File: src/rtl/lcd_byte_writer.sv
// Write-only 4-bit HD44780-style LCD byte writer: runs the power-up nibble init after reset, then
// sends each accepted byte as a high nibble and a low nibble with programmable timing.
module lcd_byte_writer #(
    parameter int unsigned P_SETUP    = 2,
    parameter int unsigned P_EN       = 12,
    parameter int unsigned P_HOLD     = 1,
    parameter int unsigned P_NIB_GAP  = 50,
    parameter int unsigned P_BYTE_GAP = 2000,
    parameter int unsigned P_POWERUP  = 750000,
    parameter int unsigned P_INIT1    = 205000,
    parameter int unsigned P_INIT2    = 5000,
    parameter int unsigned P_INIT3    = 2000
) (
    input  logic       Clock,
    input  logic       Reset,
    input  logic       iWrite,
    input  logic [7:0] iData,
    input  logic       iRS,
    output logic       oReady,
    output logic       oLCD_Enabled,
    output logic       oLCD_RegisterSelect,
    output logic       oLCD_ReadWrite,
    output logic       oLCD_StrataFlashControl,
    output logic [3:0] oLCD_Data
);

    localparam int unsigned CW = 20;

    localparam logic [CW-1:0] L_SETUP    = CW'(P_SETUP);
    localparam logic [CW-1:0] L_EN       = CW'(P_EN);
    localparam logic [CW-1:0] L_HOLD     = CW'(P_HOLD);
    localparam logic [CW-1:0] L_NIB_GAP  = CW'(P_NIB_GAP);
    localparam logic [CW-1:0] L_BYTE_GAP = CW'(P_BYTE_GAP);
    localparam logic [CW-1:0] L_POWERUP  = CW'(P_POWERUP);
    localparam logic [CW-1:0] L_INIT1    = CW'(P_INIT1);
    localparam logic [CW-1:0] L_INIT2    = CW'(P_INIT2);
    localparam logic [CW-1:0] L_INIT3    = CW'(P_INIT3);

    typedef enum logic [3:0] {
        INIT_WAIT,
        INIT_SETUP,
        INIT_EN,
        INIT_HOLD,
        INIT_GAP,
        IDLE,
        HI_SETUP,
        HI_EN,
        HI_HOLD,
        NIB_GAP,
        LO_SETUP,
        LO_EN,
        LO_HOLD,
        BYTE_GAP
    } state_t;

    state_t        r_state, w_state_d;
    logic [CW-1:0] r_cnt, w_cnt_d;
    logic [CW-1:0] w_limit;
    logic          w_last;
    logic [1:0]    r_init_idx, w_init_idx_d;
    logic [7:0]    r_byte, w_byte_d;
    logic          r_rs, w_rs_d;
    logic          w_accept;

    logic          r_ready, w_ready_d;
    logic          r_en, w_en_d;
    logic          r_rs_out, w_rs_out_d;
    logic [3:0]    r_data, w_data_d;

    // Dwell time of the current state.
    always_comb begin
        w_limit = 20'd1;
        case (r_state)
            INIT_WAIT:                      w_limit = L_POWERUP;
            INIT_SETUP, HI_SETUP, LO_SETUP: w_limit = L_SETUP;
            INIT_EN, HI_EN, LO_EN:          w_limit = L_EN;
            INIT_HOLD, HI_HOLD, LO_HOLD:    w_limit = L_HOLD;
            INIT_GAP: begin
                if (r_init_idx == 2'd0) begin
                    w_limit = L_INIT1;
                end else if (r_init_idx == 2'd1) begin
                    w_limit = L_INIT2;
                end else begin
                    w_limit = L_INIT3;
                end
            end
            NIB_GAP:                        w_limit = L_NIB_GAP;
            BYTE_GAP:                       w_limit = L_BYTE_GAP;
            default:                        w_limit = 20'd1;
        endcase
    end

    assign w_last = (r_cnt == (w_limit - 20'd1));

    always_comb begin
        w_state_d    = r_state;
        w_cnt_d      = r_cnt + 20'd1;
        w_init_idx_d = r_init_idx;
        w_accept     = 1'b0;
        if (r_state == IDLE) begin
            w_cnt_d = '0;
            if (iWrite) begin
                w_accept  = 1'b1;
                w_state_d = HI_SETUP;
            end
        end else if (w_last) begin
            w_cnt_d = '0;
            case (r_state)
                INIT_WAIT:  w_state_d = INIT_SETUP;
                INIT_SETUP: w_state_d = INIT_EN;
                INIT_EN:    w_state_d = INIT_HOLD;
                INIT_HOLD:  w_state_d = INIT_GAP;
                INIT_GAP: begin
                    if (r_init_idx == 2'd3) begin
                        w_state_d = IDLE;
                    end else begin
                        w_init_idx_d = r_init_idx + 2'd1;
                        w_state_d    = INIT_SETUP;
                    end
                end
                HI_SETUP:   w_state_d = HI_EN;
                HI_EN:      w_state_d = HI_HOLD;
                HI_HOLD:    w_state_d = NIB_GAP;
                NIB_GAP:    w_state_d = LO_SETUP;
                LO_SETUP:   w_state_d = LO_EN;
                LO_EN:      w_state_d = LO_HOLD;
                LO_HOLD:    w_state_d = BYTE_GAP;
                BYTE_GAP:   w_state_d = IDLE;
                default:    w_state_d = INIT_WAIT;
            endcase
        end
    end

    assign w_byte_d = w_accept ? iData : r_byte;
    assign w_rs_d   = w_accept ? iRS : r_rs;

    // Outputs are decoded from the next state so the registered pins line up with the state.
    always_comb begin
        w_ready_d  = 1'b0;
        w_en_d     = 1'b0;
        w_rs_out_d = 1'b0;
        w_data_d   = 4'h0;
        case (w_state_d)
            IDLE: w_ready_d = 1'b1;
            INIT_SETUP, INIT_EN, INIT_HOLD: begin
                w_en_d   = (w_state_d == INIT_EN);
                w_data_d = (w_init_idx_d == 2'd3) ? 4'h2 : 4'h3;
            end
            HI_SETUP, HI_EN, HI_HOLD: begin
                w_en_d     = (w_state_d == HI_EN);
                w_rs_out_d = w_rs_d;
                w_data_d   = w_byte_d[7:4];
            end
            NIB_GAP: w_rs_out_d = w_rs_d;
            LO_SETUP, LO_EN, LO_HOLD: begin
                w_en_d     = (w_state_d == LO_EN);
                w_rs_out_d = w_rs_d;
                w_data_d   = w_byte_d[3:0];
            end
            default: begin
                w_ready_d = 1'b0;
            end
        endcase
    end

    always_ff @(posedge Clock or posedge Reset) begin
        if (Reset) begin
            r_state    <= INIT_WAIT;
            r_cnt      <= '0;
            r_init_idx <= 2'd0;
            r_byte     <= 8'h00;
            r_rs       <= 1'b0;
        end else begin
            r_state    <= w_state_d;
            r_cnt      <= w_cnt_d;
            r_init_idx <= w_init_idx_d;
            r_byte     <= w_byte_d;
            r_rs       <= w_rs_d;
        end
    end

    always_ff @(posedge Clock or posedge Reset) begin
        if (Reset) begin
            r_ready  <= 1'b0;
            r_en     <= 1'b0;
            r_rs_out <= 1'b0;
            r_data   <= 4'h0;
        end else begin
            r_ready  <= w_ready_d;
            r_en     <= w_en_d;
            r_rs_out <= w_rs_out_d;
            r_data   <= w_data_d;
        end
    end

    assign oReady                  = r_ready;
    assign oLCD_Enabled            = r_en;
    assign oLCD_RegisterSelect     = r_rs_out;
    assign oLCD_Data               = r_data;
    assign oLCD_ReadWrite          = 1'b0;
    assign oLCD_StrataFlashControl = 1'b1;

endmodule

File: config.mk
export PLATFORM = sky130hd
export DESIGN_NAME = lcd_byte_writer
export DESIGN_NICKNAME = d
export VERILOG_FILES = /design/src/rtl/lcd_byte_writer.sv
export SDC_FILE = /design/constraint.sdc
export NUM_CORES = 1
export LEC_CHECK = 0
export BUFFER_PORTS_ARGS = -buffer_cell sky130_fd_sc_hd__buf_2
export CORE_AREA = 2 2 98 100
export DETAILED_ROUTE_END_ITERATION = 16
export DIE_AREA = 0 0 100 102
export HOLD_SLACK_MARGIN = 0.15
export SETUP_SLACK_MARGIN = 0.15
export SYNTH_ARGS = -nofsm -noshare
export SYNTH_HDL_FRONTEND = slang
export SYNTH_SLANG_ARGS = --single-unit
File: constraint.sdc
create_clock -name Clock -period 2.95 [get_ports Clock]
set_clock_uncertainty 0.1 [all_clocks]
set_input_delay 0 -clock Clock [delete_from_list [all_inputs] [get_ports Clock]]
set_output_delay 0 -clock Clock [all_outputs]
set_load 0.02 [all_outputs]
==> run summary, run 1 <==
Maximum VDD drop = 0.184 mV
Cell taking the most area after synthesis = dfrtp_1
Drt drc = 0
# IOs = 21
IO buf count = 18
Top_reg_cell synth = dfrtp_1
Fmax = 0.343 GHz
Die area = 10,200 um2
Max Buffers Root-to-Sink = 2
Num CTS Buffers = 5
Worst stage delay on the critical path = 490 ps
First-pass GRT wire length = 12.2 mm
Pins Over Slew Limit = 0
Drt first-iter violations = 141
Routability Congestion = 0.896
Vias in the first global route = 2,520
Drt total wl = 7.20 mm
Initial antenna violation count = 0
Routed WL per cell = 14.6 um
M1 WL = 3.31 mm
Critical path's slowest cell = dfrtp_2
Synth area leaders = dfrtp_1 39%, nor2_1 5.6%, xor2_1 4.5%, nand2_1 3.9%, mux2i_1 3.0%
Root Driver = clkbuf_8
Count leader, synth = dfrtp_1
# diodes = 0
Final Cycle Share = 98.7%
ANT nets after route = 0
All-Layer GR Usage = 15.1%
Cell variety after synth = 63
Area growth syn-to-layout = 35.6%
Mapped Cells = 310
Post-Syn Area = 2710 um2
Asr flop ratio synth = 100%
Final hold vios = 0
Via count = 2,508
RSZ-0062 raised after global routing = true
Nets = 393
Die Height = 102 um
Fin worst setup slack = 38.7 ps
Worst slew margin = 64.3%
Post-route setup TNS = 0 ps
Post-synth net total = 323
Reg clk slew, reported paths = 90 ps
Worst-margin pin slew = 535 ps
Cell row count = 35
Multi-input logic area = 1680 um2
Crit path buf inv count = 3
Place WS = -148 ps
H-tree depth = 2
Status = finished, final reports clean
Clk sink count = 42
Initial core utilization = 29.7%
Total power = 0.00107 W
Number of flops mapped to enable cells by yosys = 0
Critical path type = register to register
Crit. End Element = register
Tmin final = 2910 ps
Core Box Area = 9110 um2
Largest net degree at the start of global routing = 43
Critical Path RT = 3070 ps
Pwr/cell area = 292 nW/um2
Leakage = 1.73 nW
Max FO, Critical Path = 6
Clk_lat worst skew = 310 ps
Synthesis-stage register bit count = 42
Mean Syn Cell Area = 8.73 um2
Ys Warns = 0
Pre-antenna DRT Iters = 4
Register area share after synthesis = 38.9%
Top post-synthesis cells by count = 42 x dfrtp_1, 40 x nor2_1, 28 x nand2_1
Cell Chain, Critical Path = buf_12, nor3_4, a21oi_2, a211oi_2, mux2_4, nor2_8, buf_4, a41o_1, o31ai_4, buf_6, mux2_4, o22ai_2
Met2 wire length = 3.53 mm
GR Overflow Total = 0
Layout cells sized above 1 = 32.8%
Highest Signal Layer = met4
Register area = 1060 um2
CTS tree = done
Hold crit path type = input port to asynchronous set/reset pin
Delay-heaviest family, CP = compound AO/OA/AOI/OAI gates
Max-Cap Viols = 0
Final setup viols = 0
Die width = 100 um
WP data arrival = 3030 ps
Yosys top cell area share = 38.9%
Detailed placer's ending HPWL = 4.85 mm
Worst setup SP type = register
Vias per cell = 5.10
Routed length on met3 = 241 um
Fillers = 867
CP dominant cell by count = mux2_4
power breakdown:
part / switching, W / internal (W) / leakage, nW
clock network: 0.000210 / 0.000253 / 0.0514
logic: 0.0000176 / 0.0000157 / 1.11
registers: 0 / 0.000575 / 0.566
cells in the final DEF, fill, tap and decap left out, drive strengths merged, types with 2 or more instances in the layout:
cell	synthesis	layout
a2111oi	2	2
a211oi	2	2
a21o	2	2
a21oi	10	10
a22o	2	2
a31o	2	2
a31oi	3	3
a32oi	3	3
and2	6	6
and3	10	10
buf	9	66
clkbuf	6	6
clkinv	1	2
conb	2	2
dfrtp	42	42
dlygate4sd3	0	11
inv	13	12
mux2	7	7
mux2i	8	8
nand2	31	31
nand2b	6	6
nand3	12	12
nand3b	2	2
nand4	3	3
nor2	41	41
nor2b	6	6
nor3	10	10
nor3b	2	2
nor4	3	3
o21ai	20	20
o22ai	3	3
o31ai	3	3
or2	2	2
xnor2	7	7
xor2	14	14
area by class of cell:
| class | count | area share, % |
|---|---|---|
| clock buffers | 6 | 1.98 |
| clock inverters | 2 | 1.02 |
| inverters | 14 | 1.64 |
| multi-input cells | 239 | 45.8 |
| flip-flops and latches | 42 | 28.8 |
| well taps | 111 | 3.79 |
| repair buffers | 78 | 17.0 |
worst paths after layout:
kind / startpoint / end / slack, ps / cells after the start
setup / recovery: r_state[3]$_DFF_PP0_ / oLCD_Enabled$_DFF_PP0_ / 40 / 12
hold / removal: Reset / r_cnt[12]$_DFF_PP0_ / 260 / 4
setup reg to reg: r_state[3]$_DFF_PP0_ / oLCD_Enabled$_DFF_PP0_ / 40 / 12
hold reg to reg: r_rs$_DFF_PP0_ / r_rs$_DFF_PP0_ / 400 / 1
max in group asynchronous: Reset / r_state[1]$_DFF_PP0_ / 2090 / 4
min in group Clock: iData[4] / r_byte[4]$_DFF_PP0_ / 380 / 3
per-stage QoR:
stage               instances  instance area, um2  hold WS, ps  util (%)
global placement          457                3150         50.3      34.6
global route              492                3670          318      40.3
CTS                       491                3620          274      39.7
floorplan                 310                2750         52.2         -
finish                    492                3670          258      40.3
detailed placement        457                3150         61.9      34.6
layer usage:
metal / vias up / global-route usage, %
met1: 1234 / 19.9
met4: 0 / 4.74
met2: 46 / 25.6
met5: - / 0
met3: 8 / 2.33
li1: 1220 / -
cell families (layout without fill, tap and decap cells):
family	after synthesis	in the layout	synth area share, %
AO/OA/AOI/OAI	64	64	16.9
XOR/XNOR	21	21	6.80
adder cells (fa/ha/maj)	1	1	0.462
buffers and inverters	29	100	5.00
flip-flops	42	42	38.9
multiplexers	15	15	6.01
other	2	2	0.278
AND/OR/NAND/NOR	136	136	25.7
sequential cells by signal (all words and copies together) (netlist names):
| signal | flops |
|---|---|
| r_state | 4 |
| oReady | 1 |
| r_init_idx | 2 |
| r_rs | 1 |
| oLCD_Data | 4 |
| oLCD_RegisterSelect | 1 |
| r_byte | 8 |
| r_cnt | 20 |
| oLCD_Enabled | 1 |
worst reg2reg max path, cell delays in order (launching register included):
cell	delay, ps
dfrtp_2	490
buf_12	160
nor3_4	250
a21oi_2	90
a211oi_2	250
mux2_4	360
nor2_8	100
buf_4	140
a41o_1	200
o31ai_4	90
buf_6	140
mux2_4	290
o22ai_2	160
what timing repair did:
item | in CTS | in global routing
buffers inserted | 15 | 1
resized for setup | 30 | 8
setup endpoints to repair | 7 | 8
hold endpoints to repair | 58 | 0
pin swaps | 12 | 5
hold buffers | 11 | 0
No activity file was read; power rests on OpenSTA's default activity.
==> inputs of run 2 (changes only) <==
--- a/config.mk
+++ b/config.mk
@@ -9,7 +9,9 @@
 export CORE_AREA = 2 2 98 100
 export DETAILED_ROUTE_END_ITERATION = 16
 export DIE_AREA = 0 0 100 102
+export GPL_TIMING_DRIVEN = 0
 export HOLD_SLACK_MARGIN = 0.15
+export MAX_ROUTING_LAYER = met4
 export SETUP_SLACK_MARGIN = 0.15
 export SYNTH_ARGS = -nofsm -noshare
 export SYNTH_HDL_FRONTEND = slang
==> constraint.sdc (replaced) <==
create_clock -name Clock -period 3.6 [get_ports Clock]
set_clock_uncertainty 0.1 [all_clocks]
set_input_delay 0 -clock Clock [delete_from_list [all_inputs] [get_ports Clock]]
set_output_delay 0 -clock Clock [all_outputs]
set_load 0.02 [all_outputs]
==> run summary, run 2 (synthesis gave the netlist of run 1 again) <==
Status = finished, final reports clean (unchanged)
Cell Chain, Critical Path = buf_2, nor4_2, mux2i_1, o2111ai_1, nor3_1, and4bb_2, nand3b_4, o31ai_4, buf_4, inv_4, nor3_1, o21ai_1, o311ai_1 (was buf_12, nor3_4, a21oi_2, a211oi_2, mux2_4, nor2_8, buf_4, a41o_1, o31ai_4, buf_6, mux2_4, o22ai_2)
Core Box Area = 9110 um2 (unchanged)
Internal Power = 0.000620 W (was 0.000843 W)
Leakage = 1.51 nW (was 1.73 nW)
Worst stage delay on the critical path = 490 ps (about the same)
Most frequent cells in the layout = 41 x dfrtp_1, 40 x nor2_1, 28 x nand2_1 (was 38 x nor2_1, 38 x dfrtp_1, 37 x buf_4)
Reg clk slew, reported paths = 80 ps (was 90 ps)
RSZ-0062 raised after global routing = false (was true)
Final setup viols = 0 (unchanged)
Register area = 1050 um2 (was 1060 um2)
Worst R2R Start = r_state[0]$_DFF_PP0_ (was r_state[3]$_DFF_PP0_)
Largest net degree at the start of global routing = 43 (unchanged)
Initial antenna violation count = 0 (unchanged)
Routability Congestion = 0.923 (was 0.896)
Logic pwr share = 3.3% (was 3.1%)
Grt met2 use = 20.9% (was 25.6%)
Post-route setup TNS = 0 ps (unchanged)
Largest Register = r_cnt (unchanged)
Maximum VDD drop = 0.236 mV (was 0.184 mV)
Clock share of power = 39.1% (was 43.2%)
Num CTS Buffers = 5 (unchanged)
CP dominant cell by count = nor3_1 (was mux2_4)
Top flop regs = r_cnt x20, r_byte x8 (unchanged)
Worst slew margin = 40.5% (was 64.3%)
Drt first-iter violations = 200 (was 141)
Most used routing layer = met2 (unchanged)
GR Overflow Total = 0 (unchanged)
Critical path's slowest cell = dfrtp_2 (unchanged)
Final hold vios = 0 (unchanged)
IO buf count = 18 (unchanged)
Die width = 100 um (unchanged)
Pins Over Slew Limit = 0 (unchanged)
H-tree depth = 2 (unchanged)
Largest register FFs = 20 (unchanged)
Max Buffers Root-to-Sink = 2 (unchanged)
Clk sink count = 42 (unchanged)
Critical path type = register to register (unchanged)
Detailed placer's ending HPWL = 4.72 mm (was 4.85 mm)
Final instance area = 3220 um2 (was 3670 um2)
Max FO, Critical Path = 10 (was 6)
Worst setup SP type = register (unchanged)
Worst-margin pin slew = 892 ps (was 535 ps)
Vias per cell = 5.28 (was 5.10)
GR Util met3 = 2.53% (was 2.33%)
Die Height = 102 um (unchanged)
Critical Path RT = 3700 ps (was 3070 ps)
CTS tree = done (unchanged)
Most common cell after layout, fill and taps aside = dfrtp_1
Drt total wl = 6.81 mm (was 7.20 mm)
Die area = 10,200 um2 (unchanged)
Tmin final = 3180 ps (was 2910 ps)
# diodes = 0 (unchanged)
ANT nets after route = 0 (unchanged)
Sw Share = 24.1% (was 21.2%)
Vias in the first global route = 2,284 (was 2,520)
Fmax = 0.315 GHz (was 0.343 GHz)
Layout cells sized above 1 = 20.0% (was 32.8%)
Final Cycle Share = 88.3% (was 98.7%)
Grt met1 use = 19.9% (unchanged)
Cell row count = 35 (unchanged)
DP Area = 2930 um2 (was 3150 um2)
Root Driver = clkbuf_8 (unchanged)
Hold crit path type = input port to register (was input port to asynchronous set/reset pin)
Fillers = 935 (was 867)
P_sw = 0.000197 W (was 0.000227 W)
Area growth syn-to-layout = 19.0% (was 35.6%)
# IOs = 21 (unchanged)
Routed WL per cell = 14.6 um (about the same)
Clk_lat worst skew = 320 ps (was 310 ps)
Initial core utilization = 29.7% (unchanged)
WP data arrival = 3280 ps (was 3030 ps)
Pre-antenna DRT Iters = 5 (was 4)
Drt drc = 0 (unchanged)
Worst Hold Launch = iWrite
Via count = 2,462 (was 2,508)
Nets = 367 (was 393)
Crit. End Element = register (unchanged)
Pwr/cell area = 254 nW/um2 (was 292 nW/um2)
Max-Cap Viols = 0 (unchanged)
Flop pwr share = 57.6% (was 53.7%)
All-Layer GR Usage = 14.5% (was 15.1%)
First-pass GRT wire length = 11.3 mm (was 12.2 mm)
Worst Setup SP = r_state[0]$_DFF_PP0_ (was r_state[3]$_DFF_PP0_)
Multi-input logic area = 1540 um2 (was 1680 um2)
==> run 2: worst max-delay path: cells and delay by family, from the launching register on <==
| family | cells | cell delay (ps) |
|---|---|---|
| buf+inv | 3 | 450 |
| compound gates | 4 | 590 |
| mux | 1 | 230 |
| simple gates | 5 | 1200 |
| flops | 1 | 490 |
==> run 2: path summary, 6_finish.rpt <==
path | slack [ps] | cells after the start | end
min in group asynchronous | 310 | 3 | r_init_idx[1]$_DFF_PP0_
worst max-delay path | 420 | 13 | oLCD_Data[0]$_DFF_PP0_
worst max register to register | 420 | 13 | oLCD_Data[0]$_DFF_PP0_
worst min-delay path | 250 | 5 | oLCD_Data[1]$_DFF_PP0_
worst min register to register | 410 | 1 | r_rs$_DFF_PP0_
max in group asynchronous | 2450 | 3 | r_state[0]$_DFF_PP0_
==> run 2: through the flow <==
step	util [%]	cells	total power, W	hold WS, ps	worst slack, ps
CTS	34.4	458	0.000832	239	274
detailed placement	32.2	439	0.000500	137	302
global route	35.3	466	0.000849	305	144
floorplan	-	310	0.000491	52.2	671
finish	35.3	466	0.000818	247	423
global placement	32.2	439	0.000499	156	325
==> run 2: cell type report <==
class	count	area share, %
clock buffers	5	2.14
flip-flops and latches	42	32.7
repair buffers	37	8.08
well taps	111	4.31
multi-input cells	239	47.9
inverters	14	1.71
clock inverters	3	0.661
plain buffers	15	2.49
==> run 2: layer usage <==
layer  vias to the layer above  share of wire (%)
li1                       1166                  -
met5                         -                  0
met1                      1200                 47
met4                         0                2.9
met3                        22                5.3
met2                        74                 45
==> run 2: repair_timing <==
action                                  4_1_cts  5_1_grt
setup buffers                                 0        8
endpoints found under the setup margin        0        7
hold buffers                                 11        0
gates resized for setup                       0        5
endpoints found under the hold margin        56        0
==> run 2: power groups by stage <==
stage	Combinational [W]	Sequential, W	Clock, W
global route	0.0000301	0.000471	0.000347
detailed placement	0.0000193	0.000481	0
finish	0.0000269	0.000471	0.000319
CTS	0.0000276	0.000471	0.000333
floorplan	0.0000106	0.000481	0
global placement	0.0000187	0.000481	0
